### config.mk
export PLATFORM = sky130hd
export DESIGN_NAME = arbitro_coprocessador
export DESIGN_NICKNAME = d
export VERILOG_FILES = /design/src/rtl/coproc_pkg.sv /design/src/rtl/arbitro_rr2.sv /design/src/rtl/arbitro_coprocessador.sv
export SDC_FILE = /design/constraint.sdc
export NUM_CORES = 1
export LEC_CHECK = 0
export ABC_AREA = 1
export CORE_AREA = 3 3 630 632
export CTS_CLUSTER_SIZE = 24
export DETAILED_ROUTE_END_ITERATION = 8
export DIE_AREA = 0 0 633 635
export PLACE_DENSITY = 0.3
export SYNTH_ARGS = -nofsm -noshare
export SYNTH_HDL_FRONTEND = slang
export SYNTH_SLANG_ARGS = --single-unit
### constraint.sdc
create_clock -name clk -period 1.8 [get_ports clk]
set_input_delay 0.36 -clock clk [delete_from_list [all_inputs] [get_ports clk]]
set_output_delay 0.36 -clock clk [all_outputs]
set_load 0.01 [all_outputs]
### src/rtl/coproc_pkg.sv
// coproc_pkg: shared opcodes, matrix width and arbiter FSM encoding for the coprocessor arbiter
package coproc_pkg;
  localparam int MAT_W = 200;
  localparam logic [2:0] OP_CONV = 3'b101;
  localparam logic [2:0] OP_RST = 3'b111;
  typedef enum logic [2:0] {ST_FLUSH, ST_IDLE, ST_ISSUE, ST_WAIT, ST_RESP} state_t;
endpackage

### src/rtl/arbitro_rr2.sv
// arbitro_rr2: combinational 2-way round-robin pick; req[1:0] valid requests, last = port granted last time, gnt[1:0] one-hot winner
module arbitro_rr2 (
  input  logic [1:0] req,
  input  logic       last,
  output logic [1:0] gnt
);
  always_comb begin
    gnt = (req[0] && (last || !req[1])) ? 2'b01 : req[1] ? 2'b10 : 2'b00;
  end
endmodule

### src/rtl/arbitro_coprocessador.sv
// arbitro_coprocessador: round-robin sharing of one coprocessor between two requesters.
// Requester side: req_valid/req_ready handshake with op, size and two operand matrices per port.
// Coprocessor side: latched cp_op/cp_tamanho/cp_matriz1/2 with a one-cycle cp_start; result captured on cp_done.
// Response side: resp_valid/resp_ready to the granted port with shared resp_matriz/resp_overflow/resp_err.
// Optional ARB_TIMEOUT_EN: watchdog in WAIT that aborts with resp_err = 1 and a zero result.
module arbitro_coprocessador #(
  parameter int MAT_W = coproc_pkg::MAT_W,
  parameter int FLUSH_CYC = 3,
  parameter int TMO_CYC = 64
) (
  input  logic             clk,
  input  logic             rst_n,
  input  logic [1:0]       req_valid,
  output logic [1:0]       req_ready,
  input  logic [2:0]       req_op_0,
  input  logic [2:0]       req_op_1,
  input  logic [2:0]       req_tam_0,
  input  logic [2:0]       req_tam_1,
  input  logic [MAT_W-1:0] req_m1_0,
  input  logic [MAT_W-1:0] req_m1_1,
  input  logic [MAT_W-1:0] req_m2_0,
  input  logic [MAT_W-1:0] req_m2_1,
  output logic             cp_start,
  output logic [2:0]       cp_op,
  output logic [2:0]       cp_tamanho,
  output logic [MAT_W-1:0] cp_matriz1,
  output logic [MAT_W-1:0] cp_matriz2,
  input  logic [MAT_W-1:0] cp_result,
  input  logic             cp_overflow,
  input  logic             cp_done,
  output logic [1:0]       resp_valid,
  input  logic [1:0]       resp_ready,
  output logic [MAT_W-1:0] resp_matriz,
  output logic             resp_overflow,
  output logic             resp_err
);
  import coproc_pkg::*;
  localparam int CW = $clog2(TMO_CYC > FLUSH_CYC ? TMO_CYC : FLUSH_CYC) + 1;
  state_t state, nxt;
  logic [CW-1:0] cnt;
  logic rr_last, grant, take, ack, tmo, cnt_run, fin;
  logic [1:0] pick;
  arbitro_rr2 u_rr (.req(req_valid), .last(rr_last), .gnt(pick));
  assign req_ready = (state == ST_IDLE) ? pick : 2'b00;
  assign take = |req_ready;
  assign cp_start = state == ST_ISSUE;
  assign resp_valid = (state == ST_RESP) ? (grant ? 2'b10 : 2'b01) : 2'b00;
  assign ack = state == ST_RESP && resp_ready[grant];
  assign fin = state == ST_WAIT && (cp_done || tmo);
`ifdef ARB_TIMEOUT_EN
  assign tmo = state == ST_WAIT && cnt == CW'(TMO_CYC - 1);
  assign cnt_run = state == ST_FLUSH || state == ST_WAIT;
  always_ff @(posedge clk or negedge rst_n)
    if (!rst_n) resp_err <= 1'b0;
    else if (fin) resp_err <= !cp_done;
`else
  assign tmo = 1'b0;
  assign cnt_run = state == ST_FLUSH;
  assign resp_err = 1'b0;
`endif
  always_comb begin
    nxt = state;
    case (state)
      ST_FLUSH: nxt = (cnt == CW'(FLUSH_CYC - 1)) ? ST_IDLE : ST_FLUSH;
      ST_IDLE:  nxt = take ? ST_ISSUE : ST_IDLE;
      ST_ISSUE: nxt = ST_WAIT;
      ST_WAIT:  nxt = fin ? ST_RESP : ST_WAIT;
      ST_RESP:  nxt = ack ? ST_IDLE : ST_RESP;
      default:  nxt = ST_FLUSH;
    endcase
  end
  always_ff @(posedge clk or negedge rst_n)
    if (!rst_n) begin
      state <= ST_FLUSH;
      cnt <= '0;
      rr_last <= 1'b1;
      grant <= 1'b0;
      cp_op <= '0;
      cp_tamanho <= '0;
      cp_matriz1 <= '0;
      cp_matriz2 <= '0;
      resp_matriz <= '0;
      resp_overflow <= 1'b0;
    end else begin
      state <= nxt;
      cnt <= (cnt_run && nxt == state) ? cnt + 1'b1 : '0;
      if (take) begin
        grant <= req_ready[1];
        rr_last <= req_ready[1];
        cp_op <= req_ready[1] ? req_op_1 : req_op_0;
        cp_tamanho <= req_ready[1] ? req_tam_1 : req_tam_0;
        cp_matriz1 <= req_ready[1] ? req_m1_1 : req_m1_0;
        cp_matriz2 <= req_ready[1] ? req_m2_1 : req_m2_0;
      end
      if (fin) begin
        resp_matriz <= cp_done ? cp_result : '0;
        resp_overflow <= cp_done && cp_overflow;
      end
    end
endmodule

==> impl_metrics.ini, run 1 <==
[status]
status = complete, but fails checks
violations = setup timing

[placed_design]
dp_hpwl_um = 248000
io_buffers = 1631
gp_congestion = 0.879
placedInstanceArea_mm2 = 0.0506
place_ws_ps = -706
place_inst = 9590

[route]
routedWlPerCell_um = 30.6
route.detailed.drc = 0
vias_per_cell = 3.10
dr_total_vias = 31200
drt-total-wl_um = 308000
drtPass1Iterations = 5
drtIter0Drc = 1490
ant_nets = 0

[clocking]
cts_buffer_depth = 4
insertion_delay_ps = 780
clk_pin_slew_ps = 60
cts_root_buf = clkbuf_16
numCtsBuffers = 94
ctsHtreeMaxLevel = 3
clock_sinks = 619
cts_tree = done

[sta]
rsz0062_at_grt = true
fin_crit_sh_pct = 131
setup_viol = 415
setup_ws_ps = -559
max_freq_ghz = 0.424
final-hold-violation-count = 0
min_period_ps = 2360
skew_ps = 53.4
drv_slew = 0

[die]
die_w_um = 633
die_h_um = 635
placementRows = 230
coreArea_mm2 = 0.392
die_area_mm2 = 0.402
start_util_pct = 6.67
io_pins = 1633

[layout]
final_common_cell = clkdlybuf4s50_1
nets = 5757
finalInstanceArea_mm2 = 0.0628
final_cells = 10100
drive_gt1_share_pct = 50.1
final_cell_mix = 1018 x clkdlybuf4s50_1, 713 x nand2_1, 664 x nand3_2, 566 x dfrtp_1
final_util_pct = 16.0
syn2layout_area_growth_pct = 140

[critical_path]
end_kind = output port
cp.arrival_ps = 2000
worstSetupPathType = reg -> out
crit_path_start_kind = flop
reg2reg_to = cp_matriz2[1]
required_ps = 1440
cp_max_fo = 3
r2r-start = state[0]
rrSetupSlack_ps = -530
reg2regPathDepth = 12

[global_routing]
overflow = 0
grt_usage_pct = 13.9
grt_max_degree = 58
antenna_found_initial = 236
grt_pass1_vias = 31200
grt_first_pass_wirelength_um = 362000

[flow_run]
cap_violations = 0

[yosys]
synth_edf_count = 0
synth.net_count = 3736
netlist_instances = 2714
async_reset_ff_share_pct = 100
syn_area_mm2 = 0.0261
avgSynthCellArea_um2 = 9.63
ys_types = 25
synth_warnings = 0
seq_area_frac_synth_pct = 59.3
synth-main-ff-cell = dfrtp_1
ys_ff_latch = 619

[power_and_ir_drop]
power_uw = 96800
p_leak_uw = 0.0277
ir_drop_mv = 0.717
cellPowerDensity_mw_per_mm2 = 1540

[hold_path]
min_path_type = in -> reg
hold_depth = 3
holdCritStartpoint = req_m1_0[25]
worstHoldEndpoint = cp_matriz1[25]
## per-layer routing
metal  vias to the layer above  GRT usage [%]  routed length (um)  part of all wire (%)
li1                      13300              -                   -                     -
met1                     15700           13.9              107000                    35
met2                      1401           26.8              164000                    53
met3                       647           5.11               24400                   7.9
met4                       158           3.29               11100                   3.6
met5                         -              0                1050                  0.34
## per-stage QoR
step	hold slack, ps	setup TNS (ps)
floorplan	64.4	0
global placement	467	-249900
detailed placement	469	-242120
CTS	1.11	-133010
global route	37.8	-203120
finish	111	-177490
## what timing repair did
item,CTS,global route
hold buffers,3,0
pin swaps,10,221
endpoints found under the setup margin,1020,780
buffers inserted,67,111
gates cloned,15,80
endpoints found under the hold margin,356,0
gates resized for setup,2925,1263
## cells by family (layout without fill, tap and decap cells)
| group | after synthesis | in the layout | share of synthesized area [%] |
|---|---|---|---|
| buffers and inverters | 217 | 2307 | 3.76 |
| and+or+nand+nor | 1666 | 1666 | 28.0 |
| other | 1 | 41 | 0.0143 |
| muxes | 201 | 201 | 8.66 |
| xor gates and xnor gates | 5 | 5 | 0.168 |
| DFF | 619 | 619 | 59.3 |
| adders and majority gates | 2 | 2 | 0.0957 |
| AOI/OAI and AO/OA | 3 | 3 | 0.0814 |
## critical path, cell delays in order, from the launching register on
cell	delay, ps
dfrtp_1	380
inv_2	70
nor3_4	280
buf_12	160
buf_12	100
nand2_8	60
inv_12	60
buf_6	90
## registers in the layout, summed over array words and instances, names as in the netlist
| signal | count |
|---|---|
| cp_op | 3 |
| cp_matriz2 | 200 |
| cnt | 7 |
| rr_last | 1 |
| cp_matriz1 | 200 |
| cp_tamanho | 3 |
| resp_matriz | 200 |
| state | 3 |
| grant | 1 |
| resp_overflow | 1 |
## synth_stat cells, types with 2 or more instances
cell	n	area, um2
clkbuf_1	60	225
dfrtp_1	618	15500
buf_4	6	45.0
mux2_2	201	2260
nand2_1	822	3090
xor2_1	3	26.3
nand3_1	821	4110
buf_2	116	581
nor2_1	16	60.1
xnor2_1	2	17.5
buf_1	21	78.8
nand3b_1	2	15.0
inv_2	3	11.3
inv_1	11	41.3
ha_1	2	25.0
## area by class of cell
class | count | area (um2)
diodes | 40 | 100
clock buffers | 137 | 2670
clock inverters | 28 | 348
fillers | 44100 | 329000
inverters | 14 | 75.1
multi-input cells | 1878 | 15100
flip-flops and latches | 619 | 15600
well taps | 5220 | 6530
repair buffers | 2128 | 22500
## worst max path at each step
stage	startpoint	end	cells past startpoint
final	state[0]	req_ready[0]	7
after global routing	state[0]	req_ready[0]	7
after CTS	state[1]	resp_valid[0]	7
after detailed placement	req_valid[1]	cp_matriz1[153]	9
after global placement	req_valid[1]	cp_matriz1[153]	9
after floorplan	state[2]	req_ready[0]	5
## power breakdown
part	switching [uW]	internal (uW)	total, uW
Sequential	6080	20800	26900
Combinational	25500	25500	51000
Clock	7690	11100	18800
(Power assumes the default switching activity.)
==> run 2: changes to the inputs <==
--- a/config.mk
+++ b/config.mk
@@ -7,10 +7,12 @@
 export LEC_CHECK = 0
 export ABC_AREA = 1
 export CORE_AREA = 3 3 630 632
+export CTS_BUF_LIST = sky130_fd_sc_hd__clkbuf_2
 export CTS_CLUSTER_SIZE = 24
 export DETAILED_ROUTE_END_ITERATION = 8
 export DIE_AREA = 0 0 633 635
 export PLACE_DENSITY = 0.3
+export SKIP_LAST_GASP = 1
 export SYNTH_ARGS = -nofsm -noshare
 export SYNTH_HDL_FRONTEND = slang
 export SYNTH_SLANG_ARGS = --single-unit
==> impl_metrics.ini, run 2 <==
[clocking]
cts_root_buf = clkbuf_2
numCtsBuffers = 206
clock_sinks = 619
postCtsHoldBufs = 2016
post-cts-setup-buffers = 148
ctsHtreeMaxLevel = 4
post_cts_resized = 3208
cts_buffer_depth = 4

[yosys]
synth_edf_count = 0
avgSynthCellArea_um2 = 9.63
syn_area_mm2 = 0.0261
synth_top_area_cell = dfrtp_1
synth_warnings = 0
netlist_instances = 2714
ys_types = 25
synth.most_common_cell = nand2_1
synth.net_count = 3736
synth-main-ff-cell = dfrtp_1
ys_ff_latch = 619
synth_top_area_share_pct = 59.2
synthTopCellsByCount = 822 x nand2_1, 821 x nand3_1, 618 x dfrtp_1, 201 x mux2_2, 116 x buf_2
seq_area_frac_synth_pct = 59.3
synthTopCellsByArea = dfrtp_1 59%, nand3_1 16%, nand2_1 12%
async_reset_ff_share_pct = 100

[die]
die_h_um = 635
io_pins = 1633
start_util_pct = 6.67
die_w_um = 633
placementRows = 230

[placed_design]
gp_congestion = 0.879
place_ws_ps = -706
dp_hpwl_um = 248000
io_buffers = 1631

[status]
lastStage = clock tree synthesis (4_1_cts)
stop_error = [ERROR RSZ-0060] Max buffer count reached.
status = did not finish
-- run 2: cell counts after synthesis --
No cell type changed its count.
-- run 2: kinds of logic after synthesis --
| kind of cell | share of synthesized area [%] |
|---|---|
| and+or+nand+nor | 28.0 |
| DFF | 59.3 |
| buffers and inverters | 3.76 |
| muxes | 8.66 |
| xor gates and xnor gates | 0.168 |
| AOI/OAI and AO/OA | 0.0814 |
| adders and majority gates | 0.0957 |
| other | 0.0143 |
-- run 2: metrics by stage --
stage          TNS [ps]  std cells  instance area, um2
3_3_place_gp    -249900       9590               50600
3_5_place_dp    -242120       9590               50600
2_1_floorplan         0       2714               26100
==> run 3: changes to the inputs <==
--- a/config.mk
+++ b/config.mk
@@ -6,12 +6,10 @@
 export NUM_CORES = 1
 export LEC_CHECK = 0
 export ABC_AREA = 1
-export CORE_AREA = 3 3 630 632
-export CTS_BUF_LIST = sky130_fd_sc_hd__clkbuf_2
-export CTS_CLUSTER_SIZE = 24
+export CORE_AREA = 3 3 638 640
 export DETAILED_ROUTE_END_ITERATION = 8
-export DIE_AREA = 0 0 633 635
-export PLACE_DENSITY = 0.3
+export DIE_AREA = 0 0 641 643
+export PLACE_DENSITY_LB_ADDON = 0.15
 export SKIP_LAST_GASP = 1
 export SYNTH_ARGS = -nofsm -noshare
 export SYNTH_HDL_FRONTEND = slang
==> impl_metrics.ini, run 3 (synthesis results as in run 1) <==
[clocking]
cts_buffer_depth = 4
insertion_delay_ps = 820
cts_tree = done
clk_pin_slew_ps = 60
ctsHtreeMaxLevel = 3
clock_sinks = 619
cts_root_buf = clkbuf_16
numCtsBuffers = 99

[flow_run]
cap_violations = 0

[layout]
fill_cells = 45500
final_cell_mix = 1018 x clkdlybuf4s50_1, 697 x nand2_1, 599 x nand3_1, 562 x dfrtp_1, 379 x buf_6
reg.largest.list = cp_matriz1: 200 flops, cp_matriz2: 200 flops, resp_matriz: 200 flops
final_util_pct = 14.7
regArea_mm2 = 0.0156
multi_input_area_mm2 = 0.0118
syn2layout_area_growth_pct = 126
drive_gt1_share_pct = 37.9
nets = 5731
final_common_cell = clkdlybuf4s50_1

[power_and_ir_drop]
p_leak_uw = 0.0255
cellPowerDensity_mw_per_mm2 = 1530
ir_drop_mv = 0.755

[critical_path]
r2r-start = state[2]
cp-startpoint = state[2]
path_cells = nor3_4, buf_12, nand3_4, inv_8, buf_6
rrSetupSlack_ps = -430
end_kind = output port
cp-endpoint = req_ready[1]
required_ps = 1440
crit_path_start_kind = flop
cp_max_fo = 3
critPathMaxStageDelay_ps = 430
reg2reg_to = cp_matriz2[133]
slowest_stage = dfrtp_1
reg2regPathDepth = 12
worstSetupPathType = reg -> out
cp.arrival_ps = 1920

[global_routing]
grt_first_pass_wirelength_um = 339000
grt_max_degree = 47
grt_pass1_vias = 30900
overflow = 0
antenna_found_initial = 192
grt_usage_pct = 12.5

[die]
io_pins = 1633
placementRows = 233
die_h_um = 643
coreArea_mm2 = 0.402
start_util_pct = 6.50
die_w_um = 641
die_area_mm2 = 0.412

[sta]
slew_headroom_pct = 66.6
final-hold-violation-count = 0
holdWs_ps = 112
fin_crit_sh_pct = 127
min_period_ps = 2280
rsz0062_at_grt = true
tightest_slew_ps = 502
setup_viol = 617
skew_ps = 42.4
setup_tns_ps = -137290
setup_ws_ps = -484
drv_slew = 0
max_freq_ghz = 0.438

[route]
dr_total_vias = 30100
drt-total-wl_um = 281000
drtIter0Drc = 1566
ant_nets = 0
vias_per_cell = 2.98
route.detailed.drc = 0
routedWlPerCell_um = 27.9
drtPass1Iterations = 6

[hold_path]
min_path_type = in -> reg
holdCritStartpoint = req_m1_0[53]

[status]
violations = setup timing
status = complete, but fails checks

[placed_design]
io_buffers = 1631
gp_congestion = 0.857
dp_hpwl_um = 229000
## run 3: per-stage QoR
step / total power, uW / setup slack (ps) / cell area [um2] / std cells
2_1_floorplan: 37700 / 166 / 26100 / 2714
3_3_place_gp: 66600 / -768 / 50600 / 9640
3_5_place_dp: 66500 / -712 / 50600 / 9640
4_1_cts: 88700 / -661 / 54900 / 9967
5_1_grt: 96000 / -637 / 59000 / 10100
6_report: 90600 / -484 / 59100 / 10100
## run 3: what timing repair did
item	CTS	global route
resized for setup	3121	577
endpoints found under the setup margin	1032	840
cloned	10	42
buffers inserted	111	64
pin swaps	7	73
hold buffers	35	0
hold endpoints to repair	573	0
## run 3: area by class of cell
type | instances | share of cell area [%]
timing repair buffer | 2097 | 36.9
sequential | 619 | 26.3
multi-input combinational | 1878 | 19.9
tap | 5287 | 11.2
clock buffer | 148 | 4.91
clock inverter | 23 | 0.455
inverter | 14 | 0.131
antenna | 28 | 0.119
## run 3: worst max-delay path, delay by kind of cell (launching register included)
kind | cells | cell delay [ps]
buf+inv | 3 | 340
flops | 1 | 430
simple gates | 2 | 370
## run 3: worst min path at each step
stage	to	slack, ps	depth (start not counted)
finish	cp_matriz1[53]	110	3
global route	cp_matriz1[53]	40	3
CTS	cp_matriz1[83]	0.2	3
detailed placement	cp_matriz1[112]	170	1
global placement	cp_matriz1[112]	170	1
floorplan	cnt[0]	60	0
## run 3: per-layer routing
layer  track usage, %  wire [um]  part of all wire, %
met2             24.6     154000                   55
met1             12.8      99500                   35
met5                0        733                 0.26
met4             2.44       7780                  2.8
met3             3.96      19600                  7.0
## run 3: where the power goes
group	internal, uW	switching (uW)	total (uW)
Sequential	20800	5860	26700
Combinational	22400	21800	44200
Clock	11600	8000	19600
